`config.mk`:
```
export PLATFORM = sky130hd
export DESIGN_NAME = fir_output_quantizer
export DESIGN_NICKNAME = d
export VERILOG_FILES = /design/src/rtl/fir_pkg.sv /design/src/rtl/fir_sync_fifo.sv /design/src/rtl/fir_output_quantizer.sv
export SDC_FILE = /design/constraint.sdc
export NUM_CORES = 1
export LEC_CHECK = 0
export ABC_AREA = 1
export CAP_MARGIN = 20
export CORE_AREA = 10 10 135 137
export DETAILED_ROUTE_END_ITERATION = 16
export DIE_AREA = 0 0 145 147
export GPL_ROUTABILITY_DRIVEN = 0
export PLACE_DENSITY = 0.84
export SYNTH_ARGS = -nofsm -noshare
export SYNTH_HDL_FRONTEND = slang
export SYNTH_HIERARCHICAL = 1
export SYNTH_SLANG_ARGS = --single-unit
```
`constraint.sdc`:
```
create_clock -name clk -period 5.35 [get_ports clk]
set_clock_uncertainty 0.15 [all_clocks]
set_input_delay 0.8025 -clock clk [delete_from_list [all_inputs] [get_ports clk]]
set_output_delay 0.8025 -clock clk [all_outputs]
set_load 0.005 [all_outputs]
```
`src/rtl/fir_pkg.sv`:
```
// rtl/fir_pkg.sv - shared constants and helpers for the FIR output quantizer
package fir_pkg;

   // Width of the dropped-sample counter.
   localparam int DROP_CNT_W = 16;

   // Default FIR geometry the quantizer is normally built for.
   localparam int DEF_MULTBITS = 32;
   localparam int DEF_TAPS     = 401;

   // Accumulator width that holds the sum of `taps` products without overflow.
   function automatic int accu_bits(input int multbits, input int taps);
      return multbits + $clog2(taps);
   endfunction

endpackage

```
`src/rtl/fir_sync_fifo.sv`:
```
// rtl/fir_sync_fifo.sv - first-word-fall-through synchronous FIFO
module fir_sync_fifo #(
   parameter int WIDTH = 17,
   parameter int DEPTH = 8
) (
   input  logic                     clk,
   input  logic                     rst,
   input  logic                     wr_en,
   input  logic [WIDTH-1:0]         wr_data,
   input  logic                     rd_en,
   output logic [WIDTH-1:0]         rd_data,
   output logic                     full,
   output logic                     empty,
   output logic [$clog2(DEPTH):0]   fill
);

   localparam int AW = $clog2(DEPTH);
   localparam logic [AW:0] C_FULL = (AW + 1)'(DEPTH);

   logic [WIDTH-1:0] r_mem [DEPTH];
   logic [AW:0]      r_wr_ptr;
   logic [AW:0]      r_rd_ptr;
   logic             w_do_rd;
   logic             w_do_wr;

   // Pointers carry one extra wrap bit so the difference is the occupancy.
   assign fill  = r_wr_ptr - r_rd_ptr;
   assign full  = (fill == C_FULL);
   assign empty = (fill == '0);

   // A read while empty is ignored; a write while full only lands if a read frees a slot.
   assign w_do_rd = rd_en && !empty;
   assign w_do_wr = wr_en && (!full || w_do_rd);

   // Head of the queue is presented combinationally (fall-through).
   assign rd_data = r_mem[r_rd_ptr[AW-1:0]];

   // Storage array: written only on an accepted push, never reset.
   always_ff @(posedge clk) begin
      if (w_do_wr) begin
         r_mem[r_wr_ptr[AW-1:0]] <= wr_data;
      end
   end

   // Pointer advance; reset empties the queue immediately.
   always_ff @(posedge clk or posedge rst) begin
      if (rst) begin
         r_wr_ptr <= '0;
         r_rd_ptr <= '0;
      end else begin
         if (w_do_wr) begin
            r_wr_ptr <= r_wr_ptr + 1'b1;
         end
         if (w_do_rd) begin
            r_rd_ptr <= r_rd_ptr + 1'b1;
         end
      end
   end

endmodule

```
`src/rtl/fir_output_quantizer.sv`:
```
// rtl/fir_output_quantizer.sv - round, shift, saturate and buffer FIR accumulator output
module fir_output_quantizer
   import fir_pkg::*;
#(
   parameter int ACCUBITS = accu_bits(DEF_MULTBITS, DEF_TAPS),
   parameter int OUTBITS  = 16,
   parameter int SHIFT    = 24,
   parameter int DEPTH    = 8
) (
   input  logic                         clk,
   input  logic                         rst,
   input  logic signed [ACCUBITS-1:0]   in_data,
   input  logic                         in_valid,
   output logic signed [OUTBITS-1:0]    out_data,
   output logic                         out_sat,
   output logic                         out_valid,
   input  logic                         out_ready,
   output logic [$clog2(DEPTH):0]       fill,
   output logic                         overflow,
   output logic [DROP_CNT_W-1:0]        drop_count,
   input  logic                         clr_status
);

   typedef struct packed {
      logic                       sat;
      logic signed [OUTBITS-1:0]  data;
   } q_sample_t;

   localparam int QW = OUTBITS + 1;

   // Output range expressed at the widened rounding width for signed compares.
   localparam logic signed [ACCUBITS:0] C_MAX =
      {{(ACCUBITS + 2 - OUTBITS){1'b0}}, {(OUTBITS - 1){1'b1}}};
   localparam logic signed [ACCUBITS:0] C_MIN =
      {{(ACCUBITS + 2 - OUTBITS){1'b1}}, {(OUTBITS - 1){1'b0}}};
   localparam logic signed [OUTBITS-1:0] C_OUT_MAX = {1'b0, {(OUTBITS - 1){1'b1}}};
   localparam logic signed [OUTBITS-1:0] C_OUT_MIN = {1'b1, {(OUTBITS - 1){1'b0}}};

   // Stage 1: rounded sum, one bit wider so adding the half-LSB cannot wrap.
   logic                       r_v1;
   logic signed [ACCUBITS:0]   r_round;
   logic signed [ACCUBITS:0]   w_ext;
   logic [ACCUBITS:0]          w_round_inc;

   // Stage 2: quantized sample ready to be queued.
   logic                       r_v2;
   q_sample_t                  r_s2;
   logic signed [ACCUBITS:0]   w_shifted;
   q_sample_t                  w_s2_next;

   // FIFO side.
   logic [QW-1:0]              w_rd_data;
   q_sample_t                  w_head;
   logic                       w_full;
   logic                       w_empty;
   logic                       w_pop;
   logic                       w_drop;
   q_sample_t                  r_hold;

   // Status.
   logic                       r_overflow;
   logic [DROP_CNT_W-1:0]      r_drop_count;

   assign w_ext = {in_data[ACCUBITS-1], in_data};

   // Half an output LSB for round-half-up; nothing to add when there is no shift.
   generate
      if (SHIFT > 0) begin : g_round
         assign w_round_inc = {{ACCUBITS{1'b0}}, 1'b1} << (SHIFT - 1);
      end else begin : g_no_round
         assign w_round_inc = '0;
      end
   endgenerate

   // Stage 1 register: sign-extend and add the rounding increment.
   always_ff @(posedge clk or posedge rst) begin
      if (rst) begin
         r_v1    <= 1'b0;
         r_round <= '0;
      end else begin
         r_v1 <= in_valid;
         if (in_valid) begin
            r_round <= w_ext + w_round_inc;
         end
      end
   end

   assign w_shifted = r_round >>> SHIFT;

   // Clamp the shifted value into the signed output range and flag clipping.
   always_comb begin
      w_s2_next.sat  = 1'b0;
      w_s2_next.data = w_shifted[OUTBITS-1:0];
      if (w_shifted > C_MAX) begin
         w_s2_next.sat  = 1'b1;
         w_s2_next.data = C_OUT_MAX;
      end else if (w_shifted < C_MIN) begin
         w_s2_next.sat  = 1'b1;
         w_s2_next.data = C_OUT_MIN;
      end
   end

   // Stage 2 register: quantized sample; valids advance every cycle, no stall.
   always_ff @(posedge clk or posedge rst) begin
      if (rst) begin
         r_v2 <= 1'b0;
         r_s2 <= '0;
      end else begin
         r_v2 <= r_v1;
         if (r_v1) begin
            r_s2 <= w_s2_next;
         end
      end
   end

   // Pop only when something is presented; a push into a full queue survives only alongside a pop.
   assign w_pop  = out_ready && !w_empty;
   assign w_drop = r_v2 && w_full && !w_pop;

   fir_sync_fifo #(
      .WIDTH (QW),
      .DEPTH (DEPTH)
   ) u_fifo (
      .clk     (clk),
      .rst     (rst),
      .wr_en   (r_v2),
      .wr_data (r_s2),
      .rd_en   (w_pop),
      .rd_data (w_rd_data),
      .full    (w_full),
      .empty   (w_empty),
      .fill    (fill)
   );

   assign w_head = w_rd_data;

   // Remember the last head shown so the outputs hold steady while the queue is empty.
   always_ff @(posedge clk or posedge rst) begin
      if (rst) begin
         r_hold <= '0;
      end else if (!w_empty) begin
         r_hold <= w_head;
      end
   end

   assign out_valid = !w_empty;
   assign out_data  = w_empty ? r_hold.data : w_head.data;
   assign out_sat   = w_empty ? r_hold.sat  : w_head.sat;

   // Sticky overflow and saturating drop counter; a drop in the clear cycle wins.
   always_ff @(posedge clk or posedge rst) begin
      if (rst) begin
         r_overflow   <= 1'b0;
         r_drop_count <= '0;
      end else if (w_drop) begin
         r_overflow <= 1'b1;
         if (clr_status) begin
            r_drop_count <= DROP_CNT_W'(1);
         end else if (r_drop_count != '1) begin
            r_drop_count <= r_drop_count + 1'b1;
         end
      end else if (clr_status) begin
         r_overflow   <= 1'b0;
         r_drop_count <= '0;
      end
   end

   assign overflow   = r_overflow;
   assign drop_count = r_drop_count;

endmodule

```
======== After elaboration in Yosys (flattened, before gate mapping) ========
Memory sizes are Yosys's and may differ from the RTL's.
Index checks and enable logic that the tools add are counted.
cells by class
  bitwise gates (word level) .............. 0
  reductions and logical operators ........ 13
  div/mod/pow operators ................... 0
  equality and inequality tests ........... 2
  $lt $le $gt $ge ......................... 2
  shift operators ......................... 0
  $add $sub $neg .......................... 5
  multipliers ............................. 0
  mux-type cells .......................... 12
operators with widths
  kind                      count
  $mux W16                  5
  $add A41 B25 Y42 const B  1
  $mux W17                  2
  $gt A18 B16 Y1 const B    1
  $lt A18 B16 Y1 const B    1
  $add A16 B1 Y16 const B   1
  $ne A16 B16 Y1 const B    1
  $add A4 B1 Y4 const B     2
  $logic_and A1 B1 Y1       5
  $mux W1                   5
  $eq A4 B4 Y1 const B      1
  $logic_not A4 Y1          1
  $reduce_bool A2 Y1        2
  $sub A4 B4 Y4             1
  $logic_not A1 Y1          3
  $reduce_and A2 Y1         1
  $logic_or A1 B1 Y1        1
storage, ports and cells
  ROM bits ................................ 0
  logic and storage cells ................. 46
  register bits after elaboration ......... 103
  memories ................................ 1
  memory bits (writable) .................. 136
  latch bits .............................. 0
  output and inout port bits .............. 39
  bits of input ports ..................... 46
memories
  name          words  width  read ports  clocked after memory_dff  wr ports  RTL line             source
  u_fifo.r_mem  8      17     1           0                         1         fir_sync_fifo.sv:20  logic [WIDTH-1:0] r_mem [DEPTH];

======== Depth between registers and ports, before layout ========
Gate-level depths: netlist of run 1.
  word-level depth ........................ 9
  gate-level depth with buffers ........... 21
  mapped depth without buffers ............ 19

======== Cells and area by module ========
Netlist of run 1, hierarchy kept.
modules (own cells, without submodules)
  module                cells an instance  sequential area each (sq um)  instances  area each (sq um)
  fir_sync_fifo         492                4284.1                        1          5928.2
  fir_output_quantizer  450                1776.7                        1          3537.1

======== Worst setup path after synthesis of run 1 ========
OpenSTA, ideal clock, no wires.
  path kind ............................... reg2reg
  start point ............................. reg u_fifo.r_rd_ptr[2]
  end point ............................... mem u_fifo.r_mem[4][0] (enable)
  setup time .............................. 391 ps
  path slack .............................. 1658 ps
  stages on the path, launching flop included .. 18
  clock period less this slack ............ 3692 ps
  path buffers ............................ 2
  required time ........................... 4809 ps
  data arrival time ....................... 3152 ps
  cells stage by stage .................... dfrtp_1 clkinv_1 clkbuf_1 ha_1 a21oi_1 nand3_1 nand2_2 inv_1 nand2_2 inv_1 buf_4 inv_4 nand2_2 inv_1 inv_1 nand3_4 nand3_2 nor2_1
between the ends
  word-level cells in the longest chain between the ends .. 9
  elaborated cells on any way between the ends .. 11
  those cells by class .................... 1 x add/sub; 1 x eq/ne; 2 x mux; 7 x reduce/logical
RTL lines
  what                           RTL line                     source
  start: declaration             fir_sync_fifo.sv:22          logic [AW:0] r_rd_ptr;
  start signal: assignment       fir_sync_fifo.sv:55          r_rd_ptr <= r_rd_ptr + 1'b1;
  $sub A4 B4 Y4                  fir_sync_fifo.sv:27          assign fill = r_wr_ptr - r_rd_ptr;
  net fill[3]                    fir_output_quantizer.sv:18   output logic [$clog2(DEPTH):0] fill,
  $logic_not A4 Y1               fir_sync_fifo.sv:29          assign empty = (fill == '0);
  net w_empty                    fir_output_quantizer.sv:55   logic w_empty;
  $logic_not A1 Y1               fir_output_quantizer.sv:117  assign w_pop = out_ready && !w_empty;
  $logic_and A1 B1 Y1            fir_output_quantizer.sv:117
  net w_pop                      fir_output_quantizer.sv:56   logic w_pop;
  $logic_and A1 B1 Y1            fir_sync_fifo.sv:32          assign w_do_rd = rd_en && !empty;
  $logic_or A1 B1 Y1             fir_sync_fifo.sv:33          assign w_do_wr = wr_en && (!full || w_do_rd);
  $logic_and A1 B1 Y1            fir_sync_fifo.sv:33
  $mux W1                        fir_sync_fifo.sv:40          if (w_do_wr) begin
  $mux W1 (implied by the code)  fir_sync_fifo.sv:41          r_mem[r_wr_ptr[AW-1:0]] <= wr_data;
  end: declaration               fir_sync_fifo.sv:20
The timed path passes the listed nets, and every way through them passes these cells.

======== Worst setup path after layout of run 1 ========
  start point ............................. reg u_fifo.r_rd_ptr[2]
  end point ............................... out out_data[5]
between the ends
  word-level cells in the longest chain between the ends .. 3
  elaborated cells on any way between the ends .. 4
  those cells by class .................... 1 x add/sub; 1 x mux; 1 x reduce/logical; 1 x memory
RTL lines
  what              RTL line                     source
  $sub A4 B4 Y4     fir_sync_fifo.sv:27
  $logic_not A4 Y1  fir_sync_fifo.sv:29
  net w_empty       fir_output_quantizer.sv:55
  $mux W16          fir_output_quantizer.sv:147  assign out_data = w_empty ? r_hold.data : w_head.data;
  end: declaration  fir_output_quantizer.sv:14   output logic signed [OUTBITS-1:0] out_data,
The timed path passes the listed nets, and every way through them passes these cells.

==> results of run 1 <==
[metal layers]
metal	GRT usage [%]	vias to the layer above	routed length, um
met5	0	-	0
met4	7.61	0	379
met3	3.04	38	1350
met2	30.1	247	9500
met1	22.0	3165	8260
li1	-	3302	-
[cell families after synthesis]
family          count (synthesis)
fa+ha+maj                       8
flops                         215
compound gates                158
xor+xnor                       13
buf+inv                        94
simple gates                  454
[sequential cells by signal (all words and copies together), names as in the netlist]
name             flops
drop_count          16
overflow             1
r_hold              17
r_round             18
r_s2                17
r_v1                 1
r_v2                 1
u_fifo/r_mem       136
u_fifo/r_rd_ptr      4
u_fifo/r_wr_ptr      4
[critical path: cells and delay by family (launching register included)]
family	cells	cell delay, ns
buffers and inverters	5	1.45
and+or+nand+nor	6	0.54
AOI/OAI and AO/OA	1	0.21
DFF	1	0.88
adders and majority gates	1	0.39
[layout by cell type, fill, tap and decap left out, drive strengths merged]
cell	instances
o21ai	111
o21bai	2
nor2	135
nand3	37
fa	1
dfrtp	79
nand2	263
ha	7
a21oi	23
nor3	3
clkdlybuf4s50	61
nand4	14
o211ai	1
clkinv	13
a31oi	20
or2	2
inv	54
o41ai	1
clkbuf	25
buf	16
clkinvlp	2
bufinv	4
xnor2	3
xor2	10
edfxtp	136
[worst min-delay path by stage]
stage	startpoint	depth (start not counted)	slack [ns]	end
after detailed placement	r_hold[16]$_DFFE_PP0N_	2	0.32	r_hold[16]$_DFFE_PP0N_
after CTS	r_round[32]$_DFFE_PP0P_	2	0.33	r_round[32]$_DFFE_PP0P_
after floorplan	r_v1$_DFF_PP0_	0	0.24	r_v2$_DFF_PP0_
after global placement	r_round[24]$_DFFE_PP0P_	2	0.30	r_round[24]$_DFFE_PP0P_
after global routing	r_round[32]$_DFFE_PP0P_	2	0.33	r_round[32]$_DFFE_PP0P_
final	r_hold[3]$_DFFE_PP0N_	2	0.33	r_hold[3]$_DFFE_PP0N_
[cell type report]
type | instances | area (um^2) | area share [%]
well taps | 216 | 270 | 2.45
multi-input cells | 633 | 2990 | 27.1
flip-flops and latches | 215 | 6060 | 54.9
clock buffers | 25 | 583 | 5.28
inverters | 57 | 219 | 1.98
repair buffers | 77 | 731 | 6.62
clock inverters | 16 | 181 | 1.64
[where the power goes]
group / leakage (nW) / internal (mW) / switching (mW)
Clock: 0.372 / 0.977 / 0.606
Combinational: 1.86 / 0.860 / 1.23
Sequential: 2.23 / 2.12 / 0.173
Total: 4.46 / 3.96 / 2.01
[metrics by stage]
step           hold slack, ns  worst slack, ns
6_report                0.327            0.400
5_1_grt                 0.334            0.199
4_1_cts                 0.330            0.436
3_5_place_dp            0.315            0.978
3_3_place_gp            0.301             1.13
2_1_floorplan           0.243             1.66
==> flow_summary.ini, run 1 <==
[place]
place_hpwl_um = 12100
io_buffers = 61
dp.cells = 1198
place_area_um2 = 10300

[critical_path]
path_class = flip-flop to output port
reg2reg_to = u_fifo/r_mem[3][7]$_DFFE_PP_
critPathMaxFanout = 21
worstPathCellList = clkinv_1 > ha_1 > a21oi_1 > nand2_1 > nand2_1 > nand2_2 > inv_1 > nand2_2 > inv_1 > inv_4 > nand2_1 > nand2_1 > clkdlybuf4s50_1
start_kind = flip-flop
startpoint = u_fifo/r_rd_ptr[2]$_DFFE_PP0P_
cpPeakStageDelay_ns = 0.88
endpoint = out_data[5]
worst_setup_path_end_kind = output port
crit_slowest_cell = dfrtp_1
worstPathRequired_ns = 4.40
cp.arrival_ns = 4.00
ff2ff_path_depth = 16
r2r-start = u_fifo/r_rd_ptr[2]$_DFFE_PP0P_
cp_common_cell = nand2_1
rrSetupSlack_ns = 1.00

[timing]
max_freq_ghz = 0.202
min_period_ns = 4.95
worstMarginPinSlew_ns = 0.893
fin_crit_sh_pct = 92.5
rsz0062_at_grt = no
hold_viol = 0
finalSetupTns_ns = 0
finalMaxSlewViolations = 0
maxSlewHeadroom_pct = 40.4
finalSetupViolCount = 0

[clock_tree]
cts_buffers = 23
clk_pin_slew_ns = 0.06
clk_root_buffer_cell = clkbuf_16
cts_setup_buffers = 0
cts.htree.levels = 1
holdBufCountCts = 0
cts.sinks = 215
clockBufferDepth = 3
clk_latency_ns = 0.50
cts_tree = built
cts_resized = 0

[cells_and_area]
stdcell_area_um2 = 11000
num-fill-cells = 1092
nets = 1061
syn_to_final_growth_pct = 16.6
n_antenna_cell = 0
final-instance-count-excl-fill = 1239
drive_gt1_share_pct = 8.80
fin_util_pct = 70.8

[logic_synthesis]
muxShareOfSynthArea_pct = 0
synth-async-reset-ratio_pct = 36.7
synth.most_common_cell = nand2_1
ys_ff_latch = 215
syn-cell-area_um2 = 9470
yosys.area_share.simple_pct = 20.2
synth_xor_area_share_pct = 1.20
synth_top_area_cell = edfxtp_1
synth_common_cells = nand2_1 (253), edfxtp_1 (136), nor2_1 (128)
yosys_warnings = 6
synthCells = 942
synth_compound_gate_area_share_pct = 9.05
synthAdderAreaFrac_pct = 1.14
synth_edf_count = 136
synth_top_family_by_area = simple AND/OR/NAND/NOR gates
ys_types = 38
netlist_top_cells_area = edfxtp_1 (43%), dfrtp_1 (21%), nand2_1 (10%), nor2_1 (5.1%), o21ai_0 (4.8%)
synthFlopType = edfxtp_1
avgSynthCellArea_um2 = 10.0
synth_nets = 996
synth_top_area_share_pct = 43.1
seq_area_frac_synth_pct = 64.0

[die]
core-area_um2 = 15600
die_y_um = 147
die_w_um = 145
rows = 46
start_util_pct = 60.7
dieArea_um2 = 21300
io_pins = 85

[flow_run]
max_cap_violations = 0

[power]
power_density_nw_per_um2 = 541
p_leak_nw = 4.46
vdd_drop_max_uv = 287
finalPower_mw = 5.97

[routing]
via_count = 6752
viasPerCell = 5.45
ant_nets = 0
first_pass_iters = 5
drcViolationCount = 0
wl_um = 19500
wl_per_cell_um = 15.7
drtIter0Drc = 560

[worst_hold_path]
hold_class = flip-flop to flip-flop

[status]
status = completed

[grt]
antenna_found_initial = 0
grt_start_max_net_pins = 73
grt_pass1_vias = 6540
grt_overflow_total = 0
grt_pass1_wl_um = 31600
grtUsageTotal_pct = 17.7
No activity file was read; power rests on OpenSTA's default activity.
==> inputs of run 2 (changes only) <==
--- a/config.mk
+++ b/config.mk
@@ -12,6 +12,7 @@
 export DIE_AREA = 0 0 145 147
 export GPL_ROUTABILITY_DRIVEN = 0
 export PLACE_DENSITY = 0.84
+export SETUP_SLACK_MARGIN = 0.15
 export SYNTH_ARGS = -nofsm -noshare
 export SYNTH_HDL_FRONTEND = slang
 export SYNTH_HIERARCHICAL = 1
==> results of run 2 <==
Same layout as run 1: the final DEF is identical, and so are final timing and power.
